File: src/rtl/fb_pkg.sv
// Shared geometry constants, FSM state encoding and address helpers for the camera frame-buffer writer.
package fb_pkg;

  localparam int CAM_W     = 320;
  localparam int CAM_H     = 240;
  localparam int FB_DEPTH  = 76800;
  localparam int FB_ADDR_W = 17;
  localparam int PIX_W     = 16;
  localparam int HC_W      = 9;
  localparam int VC_W      = 8;

  typedef enum logic [1:0] {
    IDLE,
    WAIT_SOF,
    CAPTURE,
    DONE
  } fb_state_e;

  function automatic logic [FB_ADDR_W-1:0] raster_addr(input logic [HC_W-1:0] h,
                                                       input logic [VC_W-1:0] v);
    return FB_ADDR_W'(v) * FB_ADDR_W'(CAM_W) + FB_ADDR_W'(h);
  endfunction

  // Transposed layout: 240 wide by 320 tall, row 0 of the camera lands in the last column.
  function automatic logic [FB_ADDR_W-1:0] rotate_addr(input logic [HC_W-1:0] h,
                                                       input logic [VC_W-1:0] v);
    return FB_ADDR_W'(h) * FB_ADDR_W'(CAM_H) + FB_ADDR_W'(CAM_H - 1) - FB_ADDR_W'(v);
  endfunction

endpackage

File: src/rtl/fb_addr_gen.sv
// Two-stage write pipeline: stage 1 registers the accepted pixel, stage 2 registers address/data/enable.
// Address layout is raster by default, transposed when FB_ROTATE_EN is defined.
module fb_addr_gen
  import fb_pkg::*;
(
  input  logic                 clk_in,
  input  logic                 rst_n_in,
  input  logic                 wr_valid_i,
  input  logic [HC_W-1:0]      hcount_i,
  input  logic [VC_W-1:0]      vcount_i,
  input  logic [PIX_W-1:0]     pixel_i,
  input  logic                 commit_i,
  output logic [FB_ADDR_W-1:0] addr_o,
  output logic [PIX_W-1:0]     pixel_o,
  output logic                 we_o,
  output logic                 commit_o
);

  logic              s1_valid_q;
  logic [HC_W-1:0]   s1_h_q;
  logic [VC_W-1:0]   s1_v_q;
  logic [PIX_W-1:0]  s1_pix_q;
  logic              s1_commit_q;
  logic [FB_ADDR_W-1:0] s1_addr;

  logic [FB_ADDR_W-1:0] addr_q;
  logic [PIX_W-1:0]     pix_q;
  logic                 we_q;
  logic                 commit_q;

`ifdef FB_ROTATE_EN
  assign s1_addr = rotate_addr(s1_h_q, s1_v_q);
`else
  assign s1_addr = raster_addr(s1_h_q, s1_v_q);
`endif

  always_ff @(posedge clk_in or negedge rst_n_in) begin
    if (!rst_n_in) begin
      s1_valid_q  <= 1'b0;
      s1_h_q      <= '0;
      s1_v_q      <= '0;
      s1_pix_q    <= '0;
      s1_commit_q <= 1'b0;
    end else begin
      s1_valid_q  <= wr_valid_i;
      s1_commit_q <= commit_i;
      if (wr_valid_i) begin
        s1_h_q   <= hcount_i;
        s1_v_q   <= vcount_i;
        s1_pix_q <= pixel_i;
      end
    end
  end

  // Address and data only move on a write so the memory port sees stable values between writes.
  always_ff @(posedge clk_in or negedge rst_n_in) begin
    if (!rst_n_in) begin
      addr_q   <= '0;
      pix_q    <= '0;
      we_q     <= 1'b0;
      commit_q <= 1'b0;
    end else begin
      we_q     <= s1_valid_q;
      commit_q <= s1_commit_q;
      if (s1_valid_q) begin
        addr_q <= s1_addr;
        pix_q  <= s1_pix_q;
      end
    end
  end

  assign addr_o   = addr_q;
  assign pixel_o  = pix_q;
  assign we_o     = we_q;
  assign commit_o = commit_q;

endmodule

File: src/rtl/frame_buff_writer.sv
// Camera-to-frame-buffer writer: frame sync FSM and write counter; optional FB_ROTATE_EN transposes the layout.
// States: IDLE disabled | WAIT_SOF await pixel (0,0) | CAPTURE writing frame | DONE one-cycle commit.
module frame_buff_writer
  import fb_pkg::*;
(
  input  logic                 clk_in,
  input  logic                 rst_n_in,
  input  logic                 capture_en_in,
  input  logic                 pixel_valid_in,
  input  logic [HC_W-1:0]      cam_hcount_in,
  input  logic [VC_W-1:0]      cam_vcount_in,
  input  logic [PIX_W-1:0]     pixel_in,
  input  logic                 frame_done_in,
  output logic [FB_ADDR_W-1:0] addr_out,
  output logic [PIX_W-1:0]     pixel_out,
  output logic                 we_out,
  output logic                 frame_valid_out,
  output logic                 short_frame_out,
  output logic                 busy_out
);

  fb_state_e            state_q, state_d;
  logic [FB_ADDR_W-1:0] cnt_q, cnt_d;
  logic                 short_q, short_d;
  logic                 in_range, sof, accept, commit;

  assign in_range = pixel_valid_in
                    && (cam_hcount_in < HC_W'(CAM_W))
                    && (cam_vcount_in < VC_W'(CAM_H));
  assign sof      = in_range && (cam_hcount_in == '0) && (cam_vcount_in == '0);
  assign commit   = (state_q == DONE);

  always_comb begin
    state_d = state_q;
    cnt_d   = cnt_q;
    short_d = short_q;
    accept  = 1'b0;
    unique case (state_q)
      IDLE: begin
        if (capture_en_in) state_d = WAIT_SOF;
      end
      WAIT_SOF: begin
        if (!capture_en_in) begin
          state_d = IDLE;
        end else if (sof) begin
          accept  = 1'b1;
          cnt_d   = FB_ADDR_W'(1);
          short_d = 1'b0;
          state_d = CAPTURE;
        end
      end
      CAPTURE: begin
        if (in_range) begin
          accept = 1'b1;
          if (cnt_q < FB_ADDR_W'(FB_DEPTH)) cnt_d = cnt_q + FB_ADDR_W'(1);
        end
        // A fresh (0,0) without frame_done closes the old frame as short and restarts in place.
        if (sof) begin
          cnt_d   = FB_ADDR_W'(1);
          short_d = 1'b1;
        end else if (frame_done_in) begin
          state_d = DONE;
          if (cnt_d < FB_ADDR_W'(FB_DEPTH)) short_d = 1'b1;
        end
      end
      DONE: begin
        state_d = capture_en_in ? WAIT_SOF : IDLE;
      end
      default: state_d = IDLE;
    endcase
  end

  always_ff @(posedge clk_in or negedge rst_n_in) begin
    if (!rst_n_in) begin
      state_q <= IDLE;
      cnt_q   <= '0;
      short_q <= 1'b0;
    end else begin
      state_q <= state_d;
      cnt_q   <= cnt_d;
      short_q <= short_d;
    end
  end

  // The commit pulse rides the same pipeline so frame_valid_out lands after the last write.
  fb_addr_gen u_addr_gen (
    .clk_in     (clk_in),
    .rst_n_in   (rst_n_in),
    .wr_valid_i (accept),
    .hcount_i   (cam_hcount_in),
    .vcount_i   (cam_vcount_in),
    .pixel_i    (pixel_in),
    .commit_i   (commit),
    .addr_o     (addr_out),
    .pixel_o    (pixel_out),
    .we_o       (we_out),
    .commit_o   (frame_valid_out)
  );

  assign short_frame_out = short_q;
  assign busy_out        = (state_q == CAPTURE);

endmodule

File: config.mk
export PLATFORM = sky130hd
export DESIGN_NAME = frame_buff_writer
export DESIGN_NICKNAME = d
export VERILOG_FILES = /design/src/rtl/fb_pkg.sv /design/src/rtl/fb_addr_gen.sv /design/src/rtl/frame_buff_writer.sv
export SDC_FILE = /design/constraint.sdc
export NUM_CORES = 1
export LEC_CHECK = 0
export CORE_MARGIN = 4
export CORE_UTILIZATION = 24
export CTS_CLUSTER_SIZE = 20
export DETAILED_ROUTE_END_ITERATION = 7
export PLACE_DENSITY = 0.41
export SYNTH_ARGS = -nofsm -noshare
export SYNTH_HDL_FRONTEND = slang
export SYNTH_SLANG_ARGS = --single-unit
File: constraint.sdc
create_clock -name clk_in -period 7.2 [get_ports clk_in]
set_input_delay 0.72 -clock clk_in [delete_from_list [all_inputs] [get_ports clk_in]]
set_output_delay 0.72 -clock clk_in [all_outputs]
set_load 0.01 [all_outputs]
==> flow_summary.json, run 1 <==
{
  "first_iter_violations": 157,
  "overflow": 0,
  "grt.total_usage_pct": 10.6,
  "fin_tns_setup_ps": 0,
  "avgSynthCellArea_sq_um": 11.8,
  "synth_edf_count": 0,
  "clockBufferDepth": 2,
  "end_kind": "flip-flop",
  "yosysWarnings": 0,
  "synth_area_sq_um": 4780,
  "worstPathBufferInverterCount": 1,
  "fin_crit_ps": 3260,
  "rsz0062_at_grt": "no",
  "p_leak_nw": 2.56,
  "core_area_sq_um": 19500,
  "via_per_inst": 4.51,
  "arrival_ps": 3490,
  "cap_violations": 0,
  "cts_resized": 0,
  "ys_types": 62,
  "crit_type": "input pin to flip-flop",
  "syn-num-nets": 466,
  "clock-sinks": 90,
  "detailedPlace.worstSlack_ps": 3590,
  "cp_cell_sequence": "clkdlybuf4s50_1 > nor4_1 > nand4_1 > or2_1 > o22ai_2 > and2_4 > mux2_2",
  "hpwl_um": 8160,
  "fin_util_pct": 31.0,
  "final_layout_size_suffix_gt1_share_pct": 17.8,
  "wl_per_cell_um": 15.2,
  "grt_pass1_wl_um": 18900,
  "hold_buffers": 0,
  "postSynthCellCount": 405,
  "drc": 0,
  "layout_setup_ws_ps": 3940,
  "ys_ff_latch": 90,
  "initial_utilization_pct": 24.5,
  "fp-row-count": 51,
  "min_period_over_period_pct": 45.3,
  "cts_tree": "done",
  "ys_async_sr_fraction_pct": 100,
  "layout_common_cells": "dfrtp_1 (90), clkdlybuf4s50_1 (73), mux2_2 (31)",
  "n_antenna_cell": 0,
  "drt_wl_total_um": 11300,
  "drtPass1Iterations": 4,
  "nets": 538,
  "fmax_ghz": 0.307,
  "finalSetupViolCount": 0,
  "status": "completed",
  "critPathRequiredTime_ps": 7430,
  "die_y_um": 149,
  "clock_latency_ps": 350,
  "grt_max_degree": 75,
  "cp-start-kind": "input pin",
  "die_width_um": 149,
  "hold_viol_final": 0,
  "ios": 75,
  "crit_fanout": 34,
  "layout_commonest_cell": "dfrtp_1",
  "gp_congestion": 0.824,
  "finClkSkew_ps": 8.94,
  "cp_slowest_cell": "and2_4",
  "numCtsBuffers": 9,
  "cts_setup_buffers": 0,
  "first_global_vias": 3574,
  "peakVddDrop_uv": 144,
  "slew_viol_final": 0,
  "yosysSeqAreaShare_pct": 47.1,
  "min_path_type": "input pin to async pin",
  "io_buffers": 74,
  "dieArea_sq_um": 22300,
  "ys.flop_type": "dfrtp_1",
  "slew-limit-headroom_pct": 33.3,
  "area_growth_pct": 26.6,
  "cp_top_family": "simple AND/OR/NAND/NOR gates",
  "ant_nets": 0,
  "grt_antenna_before_repair": 0,
  "n_fill_cell": 2040,
  "vias": 3367,
  "htreeDepth": 3,
  "powerDensity_nw_per_um2": 332,
  "worstMarginPinSlew_ps": 1000,
  "root_buffer": "clkbuf_16",
  "max_stage_delay_ps": 590,
  "cts.clk_slew.worst_paths_ps": 70
}
## per-stage QoR
stage               std cells  instance area [sq um]  hold WS, ps  power (mW)
floorplan                 405                   4780          331        1.27
global placement          731                   5750          347        1.53
detailed placement        731                   5750          343        1.55
CTS                       747                   6060          218        2.05
global route              747                   6060          227        2.17
finish                    747                   6060          219        2.01
## cell families after synthesis
family                     after synthesis  synth area share, %
AOI/OAI and AO/OA                       73                 10.6
DFF                                     90                 47.1
buffers and inverters                   33                 4.03
adders and majority gates               23                 6.33
and+or+nand+nor                        108                 12.1
xor gates and xnor gates                13                 2.38
muxes                                   65                 17.4
## path summary, 6_finish.rpt
check                                        from                    end  slack, ps  depth (start not counted)
setup reg to reg             u_addr_gen.s1_v_q[1]  u_addr_gen.addr_o[14]       4370                         10
hold / removal                           rst_n_in  u_addr_gen.pixel_o[1]        220                          1
min in group clk_in        u_addr_gen.s1_commit_q    u_addr_gen.commit_o        360                          0
hold reg to reg            u_addr_gen.s1_commit_q    u_addr_gen.commit_o        360                          0
max in group asynchronous                rst_n_in               cnt_q[3]       5690                          2
setup / recovery                 cam_vcount_in[7]   u_addr_gen.s1_h_q[1]       3940                          7
## report_power, final
group	switching [mW]	total [mW]	leakage (nW)	internal, mW
clock network	0.212	0.487	0.145	0.274
registers	0.101	0.751	1.19	0.650
logic	0.341	0.774	1.22	0.433
total	0.654	2.01	2.56	1.36
## layer usage
metal / global-route usage (%) / vias up / share of wire [%]
li1: - / 1638 / -
met1: 14.8 / 1650 / 48
met2: 15.8 / 69 / 46
met3: 2.46 / 10 / 4.0
met4: 4.53 / 0 / 1.4
met5: 0 / - / 0
## synthesized netlist by cell type (2+ instances only)
cell type / count / area share (%)
a31oi_1: 3 / 0.39
ha_1: 21 / 5.5
fa_1: 2 / 0.84
nand2b_1: 3 / 0.39
inv_1: 16 / 1.3
o31ai_1: 8 / 1.3
nand2_1: 21 / 1.6
nor3b_1: 4 / 0.63
nand4_1: 8 / 1.0
nor2_1: 23 / 1.8
and3_1: 2 / 0.26
nor4_1: 8 / 1.0
a21oi_1: 13 / 1.4
o21ai_0: 16 / 1.7
clkbuf_1: 10 / 0.78
xor2_1: 8 / 1.5
buf_12: 4 / 1.7
nor2b_1: 4 / 0.52
or3_1: 4 / 0.52
nor3_1: 3 / 0.31
xnor2_1: 5 / 0.92
mux2_2: 31 / 7.3
a211oi_1: 4 / 0.63
o21a_1: 2 / 0.31
or4_1: 3 / 0.47
mux2_4: 29 / 9.1
nand3b_1: 2 / 0.31
o211ai_1: 3 / 0.47
a32o_1: 2 / 0.42
dfrtp_1: 90 / 47
buf_2: 3 / 0.31
a21o_1: 3 / 0.47
a22o_1: 2 / 0.37
nand3_1: 13 / 1.4
mux2i_1: 5 / 1.0
## flip-flops by register name (all words and copies together) (netlist names), named ones only
signal and flops:
cnt_q 17, short_frame_out 1, state_q 1, u_addr_gen.addr_o 17, u_addr_gen.commit_o 1, u_addr_gen.pixel_o 16
u_addr_gen.s1_commit_q 1, u_addr_gen.s1_h_q 9, u_addr_gen.s1_pix_q 16, u_addr_gen.s1_v_q 8, u_addr_gen.s1_valid_q 1, u_addr_gen.we_o 1
## worst register-to-register path: stages, from the launching register on
cell and delay, ps:
dfrtp_1 450, ha_1 320, ha_1 230, inv_1 70, fa_1 210, nor2b_1 70, o31ai_1 370, a21boi_0 470
nand3_1 200, xor2_1 200, a21oi_1 90
## cell type report
class | count | area, sq um | share of cell area, %
repair buffers | 78 | 768 | 12.7
multi-input cells | 282 | 2340 | 38.6
well taps | 265 | 332 | 5.48
flip-flops and latches | 90 | 2250 | 37.2
clock inverters | 6 | 75.1 | 1.24
inverters | 16 | 60.1 | 0.992
clock buffers | 10 | 229 | 3.78
No activity file was read; power rests on OpenSTA's default activity.
==> run 2: changes to the inputs <==
- PLACE_DENSITY: 0.41 -> 0.42
- clock period: 7.2 -> 2.6 ns (I/O delays scaled with it)
==> flow_summary.json, run 2 (synthesized netlist as in run 1, its figures left out) <==
{
  "final_layout_size_suffix_gt1_share_pct": 25.8,
  "min_period_over_period_pct": 95.5,
  "initial_utilization_pct": 24.5,
  "status": "completed",
  "ios": 75,
  "nets": 575,
  "slew-limit-headroom_pct": 58.2,
  "fin_crit_ps": 2480,
  "hold_viol_final": 0,
  "crit_type": "flip-flop to flip-flop",
  "cp_top_family": "adder cells",
  "cp-start-kind": "flip-flop",
  "overflow": 0,
  "worstPathBufferInverterCount": 2,
  "gp_congestion": 0.797,
  "die_y_um": 149,
  "cp_slowest_cell": "dfrtp_2",
  "grt_antenna_before_repair": 0,
  "drt_wl_total_um": 11900,
  "io_buffers": 74,
  "area_growth_pct": 34.6,
  "die_width_um": 149,
  "via_per_inst": 4.46,
  "grt_max_degree": 45,
  "htreeDepth": 3,
  "crit_fanout": 3,
  "dieArea_sq_um": 22300,
  "timing.hold.ws_ps": 358,
  "fin_tns_setup_ps": 0,
  "fp-row-count": 51,
  "peakVddDrop_uv": 350,
  "min_path_type": "flip-flop to flip-flop",
  "reg2reg_depth": 11,
  "clock_latency_ps": 350,
  "arrival_ps": 2710,
  "clock-sinks": 90,
  "worstMarginPinSlew_ps": 627,
  "slew_viol_final": 0,
  "wl_per_cell_um": 15.1,
  "reg2reg_slack_ps": 120,
  "critPathRequiredTime_ps": 2820,
  "finalSetupViolCount": 0,
  "cts.clk_slew.worst_paths_ps": 70,
  "max_stage_delay_ps": 440,
  "cp.depth": 11,
  "root_buffer": "clkbuf_16",
  "clockBufferDepth": 2,
  "hpwl_um": 8900,
  "vias": 3500,
  "drtPass1Iterations": 4,
  "first_iter_violations": 187,
  "powerDensity_nw_per_um2": 914,
  "end_kind": "flip-flop",
  "drc": 0,
  "finClkSkew_ps": 7.44,
  "first_global_vias": 3694,
  "grt.total_usage_pct": 11.2,
  "layout_common_cells": "dfrtp_1 (89), clkdlybuf4s50_1 (73), buf_4 (37)",
  "ant_nets": 0,
  "p_leak_nw": 2.76,
  "n_antenna_cell": 0,
  "cp_cell_sequence": "ha_4 > ha_2 > inv_2 > fa_2 > nor2b_2 > o31ai_2 > buf_4 > nand2_1 > o311a_1 > a211oi_1 > or3_1",
  "cap_violations": 0,
  "hold_path_depth": 0,
  "numCtsBuffers": 9,
  "core_area_sq_um": 19500,
  "fmax_ghz": 0.403,
  "cts_tree": "done",
  "grt_pass1_wl_um": 19800,
  "layout_commonest_cell": "dfrtp_1"
}
run 2: repair_timing:
item	CTS	global route
endpoints found under the setup margin	0	4
hold buffers	1	0
gates resized for setup	0	12
endpoints found under the hold margin	42	0
setup buffers	0	1
run 2: power breakdown:
group / switching [mW] / total (mW) / internal (mW)
clock: 0.612 / 1.38 / 0.765
sequential: 0.256 / 2.06 / 1.80
combinational: 1.05 / 2.45 / 1.41
total: 1.91 / 5.89 / 3.97
run 2: stage by stage:
step	cell area, sq um	util (%)	worst slack, ps	power [mW]	std cells
global route	6440	33.0	-17.8	6.33	784
finish	6440	33.0	118	5.89	784
global placement	6060	31.1	-132	4.45	766
CTS	6380	32.7	39.3	5.90	783
floorplan	4780	-	251	3.52	405
detailed placement	6060	31.1	-103	4.47	766
run 2: path summary, 6_finish.rpt:
check	start	end
max	u_addr_gen.s1_v_q[3]	u_addr_gen.addr_o[16]
min	u_addr_gen.s1_commit_q	u_addr_gen.commit_o
max reg2reg	u_addr_gen.s1_v_q[3]	u_addr_gen.addr_o[16]
min reg2reg	u_addr_gen.s1_commit_q	u_addr_gen.commit_o
max in group asynchronous	rst_n_in	u_addr_gen.s1_pix_q[13]
min in group asynchronous	rst_n_in	u_addr_gen.pixel_o[3]
run 2: worst register-to-register path: stages (launching register included):
cell and delay [ps]:
dfrtp_2 440, ha_4 270, ha_2 170, inv_2 40, fa_2 410, nor2b_2 150
o31ai_2 80, buf_4 140, nand2_1 50, o311a_1 210, a211oi_1 60, or3_1 340
run 2: final cells by class:
| cell class | count | area, sq um |
|---|---|---|
| fill | 1997 | 13100 |
| sequential | 90 | 2250 |
| timing repair buffer | 115 | 1100 |
| clock inverter | 7 | 81.3 |
| clock buffer | 9 | 225 |
| tap | 265 | 332 |
| inverter | 16 | 60.1 |
| multi-input combinational | 282 | 2390 |
run 2: routing by layer:
metal  wire length, um  vias to the layer above  GRT usage, %
met4               214                        0          4.49
met2              5560                       69          17.3
met5                 0                        -             0
met3               416                       12          2.19
met1              5690                     1714          15.5
li1                  -                     1705             -
